`config.mk`:
```
export PLATFORM = sky130hd
export DESIGN_NAME = chess_turn_controller
export DESIGN_NICKNAME = d
export VERILOG_FILES = /design/src/rtl/chess_turn_controller.sv
export SDC_FILE = /design/constraint.sdc
export NUM_CORES = 1
export LEC_CHECK = 0
export ABC_AREA = 1
export BUFFER_PORTS_ARGS = -buffer_cell sky130_fd_sc_hd__buf_4
export CORE_ASPECT_RATIO = 1.4
export CORE_UTILIZATION = 40
export CTS_CLUSTER_SIZE = 24
export DETAILED_ROUTE_END_ITERATION = 8
export HOLD_SLACK_MARGIN = 0.02
export SLEW_MARGIN = 10
export SYNTH_ARGS = -nofsm -noshare
export SYNTH_HDL_FRONTEND = slang
export SYNTH_SLANG_ARGS = --single-unit
```
`constraint.sdc`:
```
create_clock -name CLK -period 4.7 [get_ports CLK]
set_input_delay 0.94 -clock CLK [delete_from_list [all_inputs] [get_ports CLK]]
set_output_delay 0.94 -clock CLK [all_outputs]
set_load 0.1 [all_outputs]
```
`src/rtl/chess_turn_controller.sv`:
```
// Turn controller for a two-player chess clock: synchronizes the buttons, decides whose
// clock runs, prescales CLK to one count pulse per TICK_DIV cycles and latches the loser.
module chess_turn_controller #(
  parameter int TICK_DIV = 100000000,
  parameter int CNT_W    = $clog2(TICK_DIV)
) (
  input  logic CLK,
  input  logic CLR,
  input  logic START,
  input  logic BTN_P1,
  input  logic BTN_P2,
  input  logic OVF_P1,
  input  logic OVF_P2,
  output logic IMPULSE_P1,
  output logic IMPULSE_P2,
  output logic ACTIVE_P1,
  output logic ACTIVE_P2,
  output logic RUNNING,
  output logic FLAG_P1,
  output logic FLAG_P2
);

  typedef enum logic [2:0] {
    S_IDLE    = 3'd0,
    S_RUN_P1  = 3'd1,
    S_RUN_P2  = 3'd2,
    S_PAUSED  = 3'd3,
    S_TIMEOUT = 3'd4
  } state_t;

  localparam logic [CNT_W-1:0] CNT_MAX = CNT_W'(TICK_DIV - 1);

  state_t           r_state;
  logic             r_who;
  logic             r_flag_p1;
  logic             r_flag_p2;
  logic [CNT_W-1:0] r_cnt;

  // Two synchronizer stages plus one edge-detect stage per button.
  logic r_start_s1, r_start_s2, r_start_s3;
  logic r_btn1_s1, r_btn1_s2, r_btn1_s3;
  logic r_btn2_s1, r_btn2_s2, r_btn2_s3;

  logic r_impulse_p1, r_impulse_p2;
  logic r_active_p1, r_active_p2;
  logic r_running;

  state_t           w_next_state;
  logic             w_next_who;
  logic             w_next_flag_p1;
  logic             w_next_flag_p2;
  logic [CNT_W-1:0] w_next_cnt;
  logic             w_wrap;
  logic             w_start_ev;
  logic             w_btn1_ev;
  logic             w_btn2_ev;
  logic             w_run_now;
  logic             w_run_next;

  logic w_impulse_p1, w_impulse_p2;
  logic w_active_p1, w_active_p2;
  logic w_running;

  assign w_start_ev = r_start_s2 & ~r_start_s3;
  assign w_btn1_ev  = r_btn1_s2 & ~r_btn1_s3;
  assign w_btn2_ev  = r_btn2_s2 & ~r_btn2_s3;

  always_ff @(posedge CLK or posedge CLR) begin
    if (CLR) begin
      r_state      <= S_IDLE;
      r_who        <= 1'b0;
      r_flag_p1    <= 1'b0;
      r_flag_p2    <= 1'b0;
      r_cnt        <= '0;
      r_start_s1   <= 1'b0;
      r_start_s2   <= 1'b0;
      r_start_s3   <= 1'b0;
      r_btn1_s1    <= 1'b0;
      r_btn1_s2    <= 1'b0;
      r_btn1_s3    <= 1'b0;
      r_btn2_s1    <= 1'b0;
      r_btn2_s2    <= 1'b0;
      r_btn2_s3    <= 1'b0;
      r_impulse_p1 <= 1'b0;
      r_impulse_p2 <= 1'b0;
      r_active_p1  <= 1'b0;
      r_active_p2  <= 1'b0;
      r_running    <= 1'b0;
    end else begin
      r_state      <= w_next_state;
      r_who        <= w_next_who;
      r_flag_p1    <= w_next_flag_p1;
      r_flag_p2    <= w_next_flag_p2;
      r_cnt        <= w_next_cnt;
      r_start_s1   <= START;
      r_start_s2   <= r_start_s1;
      r_start_s3   <= r_start_s2;
      r_btn1_s1    <= BTN_P1;
      r_btn1_s2    <= r_btn1_s1;
      r_btn1_s3    <= r_btn1_s2;
      r_btn2_s1    <= BTN_P2;
      r_btn2_s2    <= r_btn2_s1;
      r_btn2_s3    <= r_btn2_s2;
      r_impulse_p1 <= w_impulse_p1;
      r_impulse_p2 <= w_impulse_p2;
      r_active_p1  <= w_active_p1;
      r_active_p2  <= w_active_p2;
      r_running    <= w_running;
    end
  end

  always_comb begin
    w_next_state   = r_state;
    w_next_who     = r_who;
    w_next_flag_p1 = r_flag_p1;
    w_next_flag_p2 = r_flag_p2;
    w_next_cnt     = r_cnt;
    w_wrap         = 1'b0;

    // Priority inside a running state: expiry, then pause, then own move button.
    case (r_state)
      S_IDLE: begin
        if (w_start_ev) w_next_state = S_RUN_P1;
      end
      S_RUN_P1: begin
        if (OVF_P1) begin
          w_next_state   = S_TIMEOUT;
          w_next_flag_p1 = 1'b1;
        end else if (w_start_ev) begin
          w_next_state = S_PAUSED;
          w_next_who   = 1'b0;
        end else if (w_btn1_ev) begin
          w_next_state = S_RUN_P2;
        end
      end
      S_RUN_P2: begin
        if (OVF_P2) begin
          w_next_state   = S_TIMEOUT;
          w_next_flag_p2 = 1'b1;
        end else if (w_start_ev) begin
          w_next_state = S_PAUSED;
          w_next_who   = 1'b1;
        end else if (w_btn2_ev) begin
          w_next_state = S_RUN_P1;
        end
      end
      S_PAUSED: begin
        if (w_start_ev) w_next_state = r_who ? S_RUN_P2 : S_RUN_P1;
      end
      S_TIMEOUT: begin
        w_next_state = S_TIMEOUT;
      end
      default: begin
        w_next_state = S_IDLE;
      end
    endcase

    w_run_now  = (r_state == S_RUN_P1) || (r_state == S_RUN_P2);
    w_run_next = (w_next_state == S_RUN_P1) || (w_next_state == S_RUN_P2);

    // The prescaler only advances while the same player keeps running; a resume from
    // pause keeps the held phase, any other entry into a run state restarts it.
    if (w_run_now && (w_next_state == r_state)) begin
      if (r_cnt == CNT_MAX) begin
        w_next_cnt = '0;
        w_wrap     = 1'b1;
      end else begin
        w_next_cnt = r_cnt + CNT_W'(1);
      end
    end else if (w_run_next && (w_next_state != r_state) && (r_state != S_PAUSED)) begin
      w_next_cnt = '0;
    end
  end

  always_comb begin
    w_active_p1  = 1'b0;
    w_active_p2  = 1'b0;
    w_running    = 1'b0;
    w_impulse_p1 = w_wrap && (r_state == S_RUN_P1);
    w_impulse_p2 = w_wrap && (r_state == S_RUN_P2);
    case (w_next_state)
      S_RUN_P1: begin
        w_active_p1 = 1'b1;
        w_running   = 1'b1;
      end
      S_RUN_P2: begin
        w_active_p2 = 1'b1;
        w_running   = 1'b1;
      end
      S_PAUSED: begin
        w_active_p1 = ~w_next_who;
        w_active_p2 = w_next_who;
      end
      S_TIMEOUT: begin
        w_active_p1 = w_next_flag_p1;
        w_active_p2 = w_next_flag_p2;
      end
      default: begin
        w_active_p1 = 1'b0;
        w_active_p2 = 1'b0;
      end
    endcase
  end

  assign IMPULSE_P1 = r_impulse_p1;
  assign IMPULSE_P2 = r_impulse_p2;
  assign ACTIVE_P1  = r_active_p1;
  assign ACTIVE_P2  = r_active_p2;
  assign RUNNING    = r_running;
  assign FLAG_P1    = r_flag_p1;
  assign FLAG_P2    = r_flag_p2;

endmodule

```
==> results.ini <==
[run_status]
outcome=complete, no violations

[sta]
setup_ws_ps=2480
layout_min_cycle_time_ps=2220
setup_viol_count_final=0
hold_viol=0
finClkSkew_ps=14.7
fin_crit_sh_pct=47.1
max_freq_mhz=451
drv_slew=0
tightest_slew_ps=980
rsz0062_at_grt=no
tns_ps=0
slew_headroom_pct=34.6

[routing]
vias=2562
ant_nets=0
drt_iter0_markers=110
drt_wl_total_mm=6.60
firstDrtPassIters=4
avgRoutedWirePerCell_um=12.7
vias_per_cell=4.93
drc_errors=0

[cells_and_area]
multi_input_area_um2=1690
fin_util_pct=45.0
regArea_um2=1180
drive_gt1_share_pct=21.5
syn_to_final_growth_pct=7.98
fill_cells=744
antennaDiodeCount=0
nets=430

[cts]
cts_hold_buf=0
cts_resized=0
clockBufferDepth=2
root_buffer=clkbuf_8
h-tree-depth=2
insertion_delay_ps=310
cts_inserted_buffers=5
cts_sinks=47
cts_post_setup_buffers_inserted=0
tritoncts=yes
path_clk_slew_ps=100

[die]
fp.dieH_um=106
ioPinCount=14
initial_utilization_pct=41.6
fp.dieW_um=76.4
core_area_um2=7450
num_rows=37
dieArea_um2=8120

[power_and_ir_drop]
p_comb_share_pct=39.1
total_power_mw=1.37
seq_power_share_pct=35.1
powerDensity_nw_per_um2=410
cellLeakagePower_nw=1.53
pwr-share-clk_pct=25.8
ir_worst_vdd_mv=0.295
sw_frac_of_total_pct=43.4
p_int_mw=0.777
p_sw_mw=0.596

[placed_design]
port_buffers=13
dpl_worst_slack_ps=2320
gp_congestion=0.899
post-dp-hpwl_mm=4.85

[global_route]
first_global_vias=2503
grt_usage_pct=17.5
grt-ovfl-total=0
grt_pass1_wl_mm=11.3
antenna_found_initial=0
grt_max_degree=48

[synth]
synthCells=410
syn_nets=418
ys_ff_latch=47
ys_types=31
synth_seq_area_share_pct=37.9
avgSynthCellArea_um2=7.57
yosys_warnings=0
syn_area_um2=3100

[worst_setup_path]
critical_path_class=register to register
start_kind=register
regToRegSetupSlack_ps=2480
crit_required_ps=4890
cp-end-kind=register
critPathArrivalTime_ps=2410
r2r_start=r_cnt[0]
startpoint=r_cnt[0]
r2r_cells=10
rr_endpoint=r_cnt[26]
timing.critical_path.fanout_max=17

[job]
cap_viol_max_count=0

[hold_path]
hold_start=r_btn1_s1
worstHoldEndpoint=r_btn1_s2
min_delay_path_depth=0
hold_class=register to register

-- synth_stat cells (all sizes together) --
master	number	area [um2]
nand2	157	644
nor2	79	375
nand3	48	388
dfrtp	47	1180
inv	34	130
xor2	14	123
buf	8	104
nand4	7	50.1
nor3	4	20.0
xnor2	4	35.0
a21oi	2	13.8
clkinv	1	5.00
ha	1	12.5
o211ai	1	7.51
o21ai	1	5.00
o21bai	1	7.51
or2	1	6.26
-- cell families after synthesis --
logic type | Yosys count | share of synthesized area, %
simple gates | 296 | 47.8
flops | 47 | 37.9
buf+inv | 43 | 7.70
xor+xnor | 18 | 5.08
compound gates | 5 | 1.09
fa+ha+maj | 1 | 0.403
-- power by group through the flow --
stage | Sequential, mW | Combinational (mW) | Clock, mW
floorplan | 0.618 | 0.373 | 0
global placement | 0.490 | 0.537 | 0
detailed placement | 0.491 | 0.541 | 0
CTS | 0.483 | 0.543 | 0.361
global route | 0.488 | 0.572 | 0.378
finish | 0.482 | 0.536 | 0.354
-- worst max-delay path, stage by stage, from the launching register on --
cell     delay [ps]
dfrtp_1         450
ha_1            320
nand2_2         100
nor2_4          130
nand2_4          90
inv_2            90
nand4_2         130
nor2_4          490
nor2_1          120
nand3_2          90
nand2_1          70
-- flip-flops by register name (all words and copies together) (netlist names) --
name / flops
RUNNING: 1
r_btn1_s2: 1
FLAG_P2: 1
r_start_s2: 1
r_who: 1
FLAG_P1: 1
r_start_s3: 1
ACTIVE_P2: 1
IMPULSE_P2: 1
r_btn2_s2: 1
r_btn2_s1: 1
IMPULSE_P1: 1
ACTIVE_P1: 1
r_btn2_s3: 1
r_cnt: 27
r_btn1_s1: 1
r_btn1_s3: 1
r_state: 3
r_start_s1: 1
-- layout by cell type, fill, tap and decap left out, drive strengths merged, types with 2 or more instances in the layout --
cell,n
buf,13
clkbuf,6
a21oi,2
dfrtp,47
nor3,4
xnor2,4
bufinv,2
nand3,48
inv,34
nor2,79
xor2,14
nand2,157
nand4,7
-- final cells by class --
type                    instances  area share, %
clock buffers                   6           2.17
inverters                      35           4.03
well taps                      97           3.62
clock inverters                 2           1.79
flip-flops and latches         47           35.1
repair buffers                 13           2.91
multi-input cells             320           50.4
-- stage by stage --
step | hold WS (ps) | instance area, um2 | cells
after floorplan | 331 | 3100 | 410
after global placement | 335 | 3220 | 512
final | 352 | 3350 | 520
after detailed placement | 336 | 3220 | 512
after global routing | 368 | 3350 | 520
after CTS | 357 | 3350 | 520
-- how the worst max path moves through the flow --
stage	endpoint	depth (start not counted)
after global placement	r_cnt[16]	10
after detailed placement	r_cnt[17]	10
after CTS	r_cnt[26]	10
final	r_cnt[26]	10
after global routing	r_cnt[15]	10
after floorplan	ACTIVE_P1	1
-- layer usage --
layer,vias up,global-route usage [%],share of wire (%)
met5,-,0,0
met4,0,8.10,3.0
met2,45,33.1,54
met1,1196,19.0,41
li1,1301,-,-
met3,20,2.32,2.7
No activity file was read; power rests on OpenSTA's default activity.
